<file path="config.mk">
export PLATFORM = sky130hd
export DESIGN_NAME = gru_param_loader
export DESIGN_NICKNAME = d
export VERILOG_FILES = /design/src/rtl/gru_param_loader_pkg.sv /design/src/rtl/gru_param_loader.sv
export SDC_FILE = /design/constraint.sdc
export NUM_CORES = 1
export LEC_CHECK = 0
export CORE_ASPECT_RATIO = 0.9
export CORE_UTILIZATION = 45
export CTS_BUF_LIST = sky130_fd_sc_hd__clkbuf_8
export DETAILED_ROUTE_END_ITERATION = 6
export PLACE_DENSITY = 0.75
export SYNTH_ARGS = -nofsm -noshare
export SYNTH_HDL_FRONTEND = slang
export SYNTH_SLANG_ARGS = --single-unit
</file>
<file path="constraint.sdc">
create_clock -name clk -period 1.8 [get_ports clk]
set_clock_uncertainty 0.1 [all_clocks]
set_input_delay 0.45 -clock clk [delete_from_list [all_inputs] [get_ports clk]]
set_output_delay 0.45 -clock clk [all_outputs]
set_load 0.01 [all_outputs]
</file>
<file path="src/rtl/gru_param_loader_pkg.sv">
// Shared types and constants for the GRU parameter loader.
package gru_param_loader_pkg;
  typedef enum logic [1:0] {IDLE, LOAD, FIRE, WAIT} state_t;

  localparam int W_FRAME_LEN = 8;
  localparam int H_FRAME_LEN = 4;
  localparam int IDX_W       = 4;
  localparam logic [15:0] ONE = 16'h4000;  // 1.0 in Q2.14
endpackage

</file>
<file path="src/rtl/gru_param_loader.sv">
// Serial loader for GRU weight rows and hidden vector; fires the output stage
// once a hidden frame lands on top of a loaded weight set.
module gru_param_loader
  import gru_param_loader_pkg::*;
#(
  parameter int WORD_W   = 16,
  parameter int WAIT_MAX = 255
) (
  input  logic              clk,
  input  logic              rst_n,
  input  logic              s_valid,
  output logic              s_ready,
  input  logic [WORD_W-1:0] s_data,
  input  logic              s_sel,
  input  logic              result_valid,
  output logic [WORD_W-1:0] w11, w12, w13, w14,
  output logic [WORD_W-1:0] w21, w22, w23, w24,
  output logic [WORD_W-1:0] h1, h2, h3, h4,
  output logic              en,
  output logic              busy,
  output logic              err
);
  localparam int CNT_W = (WAIT_MAX < 2) ? 1 : $clog2(WAIT_MAX + 1);

  state_t               state;
  logic [IDX_W-1:0]     idx;
  logic                 frame_w;
  logic                 w_loaded;
  logic [CNT_W-1:0]     wait_cnt;
  logic [WORD_W-1:0]    stage [W_FRAME_LEN];

  logic xfer, last_w, last_h;

  assign s_ready = (state == IDLE) || (state == LOAD);
  assign busy    = (state != IDLE);
  assign xfer    = s_valid && s_ready;
  assign last_w  = frame_w  && (idx == IDX_W'(W_FRAME_LEN - 1));
  assign last_h  = !frame_w && (idx == IDX_W'(H_FRAME_LEN - 1));

  always_ff @(posedge clk or negedge rst_n) begin
    if (!rst_n) begin
      state    <= IDLE;
      idx      <= '0;
      frame_w  <= 1'b0;
      w_loaded <= 1'b0;
      wait_cnt <= '0;
      en       <= 1'b0;
      err      <= 1'b0;
      for (int i = 0; i < W_FRAME_LEN; i++) stage[i] <= '0;
      {w11, w12, w13, w14, w21, w22, w23, w24} <= '0;
      {h1, h2, h3, h4} <= '0;
    end else begin
      en <= 1'b0;
      case (state)
        IDLE: if (xfer) begin
          frame_w  <= s_sel;
          stage[0] <= s_data;
          idx      <= IDX_W'(1);
          state    <= LOAD;
        end
        LOAD: if (xfer) begin
          stage[idx[IDX_W-2:0]] <= s_data;
          idx <= idx + 1'b1;
          // Final word bypasses staging so the whole set updates on this edge.
          if (last_w) begin
            {w11, w12, w13, w14} <= {stage[0], stage[1], stage[2], stage[3]};
            {w21, w22, w23, w24} <= {stage[4], stage[5], stage[6], s_data};
            w_loaded <= 1'b1;
            idx      <= '0;
            state    <= IDLE;
          end else if (last_h) begin
            idx <= '0;
            if (w_loaded) begin
              {h1, h2, h3, h4} <= {stage[0], stage[1], stage[2], s_data};
              en    <= 1'b1;
              state <= FIRE;
            end else begin
              err   <= 1'b1;
              state <= IDLE;
            end
          end
        end
        FIRE: begin
          wait_cnt <= '0;
          state    <= WAIT;
        end
        WAIT: begin
          if (result_valid) begin
            state <= IDLE;
          end else if (wait_cnt == CNT_W'(WAIT_MAX - 1)) begin
            err   <= 1'b1;
            state <= IDLE;
          end else begin
            wait_cnt <= wait_cnt + 1'b1;
          end
        end
        default: state <= IDLE;
      endcase
    end
  end
endmodule

</file>
# --- After elaboration in Yosys (flattened, before gate mapping) ---
# Cells that the tools add are included.
op_classes:
  n_bitwise: 2
  n_lt_le_gt_ge: 2
  reduce_logical: 19
  n_eq_ne: 16
  addsub: 2
  muxes: 34
ops:
  columns: ["cell", "count"]
  rows:
  - ["bitwise mux 128 bit", 1]
  - ["two-way mux 128 bit", 1]
  - ["demux 16 bit (select 3 bit)", 1]
  - ["two-way mux 16 bit", 2]
  - ["case mux 16 bit (2 select lines)", 1]
  - ["two-way mux 4 bit", 4]
  - ["two-way mux 8 bit", 2]
  - ["inequality test 2 bit (second input constant)", 8]
  - ["case mux 8 bit (2 select lines)", 1]
  - ["two-way mux 2 bit", 7]
  - ["two-way mux 1 bit", 11]
  - ["AND reduction 3 bit", 3]
  - ["adder 8 x 1 -> 8 bit (second input constant)", 1]
  - ["== test 8 bit (second input constant)", 1]
  - ["case mux 2 bit (4 select lines)", 1]
  - ["case mux 4 bit (2 select lines)", 1]
  - ["nonzero test 2 bit", 4]
  - ["AND reduction 7 bit", 1]
  - ["inequality test 3 bit (second input constant)", 2]
  - ["AND reduction 5 bit", 1]
  - ["adder 4 x 1 -> 4 bit (second input constant)", 1]
  - ["== test 2 bit (second input constant)", 2]
  - ["== test 4 x 2 -> 1 bit (second input constant)", 1]
  - ["== test 4 x 3 -> 1 bit (second input constant)", 1]
  - ["12 further kinds", 16]
totals:
  reg_bits: 338
  inputBits: 21
  out_inout_bits: 196

# --- Depth between registers and ports, before layout ---
depth:
  ltp_word: 8
  depth_mapped: 7
  mapped_depth_nobuf: 6

# --- Least setup slack after synthesis ---
# No wires, ideal clock.
synth_timing:
  path_type: "register -> register"
  startpoint: "reg idx[0]"
  endpoint: "reg w24[0]"
  period_less_slack_ps: 1990
  arrival_time_ps: 1766
  path_slack_ps: -190
  n_path_buf: 2
  path_stages_with_launch: 8
  cell_sequence: "dfrtp_1 > ha_1 > nor2b_1 > nand2_1 > nor2_1 > buf_2 > buf_2 > mux2_2"
synth_via:
  elab_chain_len: 3
synth_lines:
  columns: ["element", "line", "text"]
  rows:
  - ["start, declared", "gru_param_loader.sv:26", "logic [IDX_W-1:0] idx;"]
  - ["start signal, assigned", "gru_param_loader.sv:63", "idx <= idx + 1'b1;"]
  - ["== test 4 x 3 -> 1 bit", "gru_param_loader.sv:37", "assign last_w = frame_w && (idx == IDX_W'(W_FRAME_LEN - 1));"]
  - ["logical AND 1 bit", "gru_param_loader.sv:37", null]
  - ["AND reduction 3 bit (no source line)", null, null]
  - ["end signal, assigned", "gru_param_loader.sv:67", "{w21, w22, w23, w24} <= {stage[4], stage[5], stage[6], s_data};"]
  - ["end, declared", "gru_param_loader.sv:17", "output logic [WORD_W-1:0] w21, w22, w23, w24,"]
# Every way passes these cells.
# A chain may end at the register's enable or synchronous reset.

==> metrics.md <==
| Metric | Value |
|---|---|
| Crit end category | register |
| First-pass GRT wire length | about 48000 um |
| Synth-to-layout area growth | 44.6% |
| DP Area | between 0.015 and 0.02 sq mm |
| Crit path launch type | register |
| Gr usage total | roughly 22% |
| Vias | ~7900 |
| Mapped Nets | 778 |
| Synth unique cells | 42 |
| Dpl hpwl | between 15000 and 20000 um |
| Initial antenna violation count | 1 |
| H-tree depth | 2 |
| CP required | ~2.1 ns |
| Max-slew violations | 0 |
| Worst Tran Pin Value | 0.461 ns |
| RSZ-0062 raised after global routing | yes |
| Total negative slack | -42.62 ns |
| Clock sink total | around 320 |
| Setup Crit Path Kind | reg2reg |
| Initial DRC Count | 387 |
| Total grt overflow | 0 |
| Via-to-Cell Ratio | between 5 and 6 |
| Worst VDD drop | roughly 660 uV |
| MaxCap Viol Count | 0 |
| Clock Path Buffers | 3 |
| WP data arrival | approximately 2.4 ns |
| Max_slew headroom | between 60% and 70% |
| Area leader, netlist | dfrtp_1 |
| DR pass1 iterations | 4 |
| Initial Util | between 40% and 50% |
| Post-synthesis sequential area ratio | 65.1% |
| Largest net degree at the start of global routing | between 60 and 70 |
| Clk root buf | clkbuf_8 |
| Cell Area, Synth | between 0.01 and 0.015 sq mm |
| Synth warnings | 0 |
| CORE AREA | between 0.02 and 0.03 sq mm |
| Reg clk slew, reported paths | 0.06 ns |
| Synth Register Bits | 322 |
| Min Clock Period, post-route | around 2.0 ns |
| Clk_lat worst skew | about 0.54 ns |
| Hold Crit Class | in2async |
| Final worst-path cycle share | 114% |
| ANT cells | 0 |
| Synth Flop Type | dfrtp_1 |
| Number of port buffers | 216 |
| Number of cell rows | 57 |
| Outcome | finished with violations |
| Pwr per Cell Area | between 1500 and 2000 mW/mm^2 |
| RR Endpoint | h2[1] |
| Reg with most FFs | stage |
| DRC viols | 0 |
| Mean Syn Cell Area | around 16 sq um |
| Final hold violations | 0 |
| F_max | 489 MHz |
| Failing checks | setup timing |
| I/O pins | approximately 220 |
| Smallest hold slack | around 0.27 ns |
| Cells on worst reg2reg path | 8 |
| Die area | 0.0282 sq mm |
| CTS tree | done |
| NumNets Final | about 1100 |
| Max FO, Critical Path | 6 |
| Die W | about 180 um |
| CTS Buf Count | 51 |
| Cell area after layout | between 0.015 and 0.02 sq mm |
| Worst slack at placement | -0.570 ns |
| Final number of setup-violating endpoints | 292 |
| Top area cells in the synthesized netlist | dfrtp_1, mux2_2, mux2_4, buf_2, buf_6 |
| Leakage | approximately 8.9 nW |
| List of most frequent post-synthesis cells | dfrtp_1, mux2_2, buf_2, mux2_4, nand2_1 |
| Antenna viol nets, final | 0 |
| R2r setup slk | -0.24 ns |
| Count leader, synth | dfrtp_1 |
| Max reg flops | between 100 and 150 |
| Wirelength, routed | 32300 um |
| EDFF count, synth | 0 |
| Mapped Cells | ~750 |
| Top cell type's share of synthesized area | 65.1% |
| Vias in the first global route | between 8000 and 9000 |
| RD Place Congestion | approximately 0.83 |
| Die Height | approximately 160 um |
| Ys async rst share | 100% |
| Share of cells above drive strength 1 | a little under half |
| Final WS setup | -0.244 ns |
| Post-DR wirelength/cell | 21.5 um |
[repair_timing]
item | 4_1_cts | 5_1_grt
setup buffers | 23 | 21
hold buffers | 1 | 0
endpoints found under the setup margin | 458 | 407
gates resized for setup | 332 | 199
hold endpoints to repair | 66 | 0
gates cloned | 7 | 7
pin swaps | 3 | 3
[final cells by class]
class                      count  area (sq um)
fill                        1891          9130
sequential                   322          8060
clock buffer                  65           895
timing repair buffer         342          3640
clock inverter                21           115
tap                          354           443
inverter                       6          25.0
multi-input combinational    392          4720
[where the power goes]
group	total, mW	switching (mW)	leakage (nW)	internal, mW
clock	6.17	2.81	0.580	3.36
sequential	11.7	1.84	4.18	9.87
combinational	9.15	3.40	4.11	5.76
total	27.0	8.05	8.86	19.0
[logic make-up after synthesis]
group,share of synthesized area [%]
flops,65.1
mux,28.4
simple gates,2.60
buf+inv,1.99
compound gates,1.45
xor+xnor,0.212
fa+ha+maj,0.303
[metrics by stage]
stage	power [mW]	util, %	instances
3_5_place_dp	20.2	58.5	1361
6_report	27.0	66.2	1502
4_1_cts	26.2	63.9	1478
5_1_grt	28.3	66.2	1502
2_1_floorplan	15.8	-	754
3_3_place_gp	19.8	58.5	1361
[critical path: stages, from the launching register on]
cell and delay [ns]:
dfrtp_1 0.41, buf_6 0.13, nand4bb_4 0.21, nor3b_4 0.26, nand2_4 0.10, buf_12 0.15
buf_8 0.13, buf_16 0.14, mux2_4 0.29
[layer usage]
metal,routed length (um),track usage [%],vias up
li1,-,-,3404
met1,14400,30.4,4147
met2,15700,36.8,236
met3,1410,3.68,67
met4,750,6.35,0
met5,0,0,-
[worst max-delay path by stage]
stage / startpoint / slack (ns) / cells past startpoint / to
final: register / -0.24 / 8 / h2[1]
after global placement: s_valid / -0.54 / 7 / h1[13]
after global routing: register / -0.29 / 8 / h1[3]
after CTS: state[0] / -0.21 / 3 / busy
after floorplan: s_valid / -0.06 / 5 / stage[37]
after detailed placement: s_valid / -0.57 / 7 / h1[13]
[layout by cell type (no fill, tap or decap), drive strengths merged, types with 2 or more instances in the layout]
cell	Yosys	layout
nand3	7	7
mux2	305	305
buf	31	122
nand2	17	17
ha	3	3
a41o	2	2
xnor2	3	3
inv	6	23
nor3	4	4
a21oi	2	2
and3	2	2
nor2	10	10
dfrtp	322	322
or3	2	2
clkdlybuf4s15	0	153
clkinv	0	2
o211ai	2	2
clkbuf	3	84
nor3b	2	2
nand4b	2	2
o21ai	8	8
dlygate4sd2	0	28
a31oi	2	2
a21o	4	4
a211oi	3	3
clkdlybuf4s50	0	19
Power figures use the tool's default switching activity.
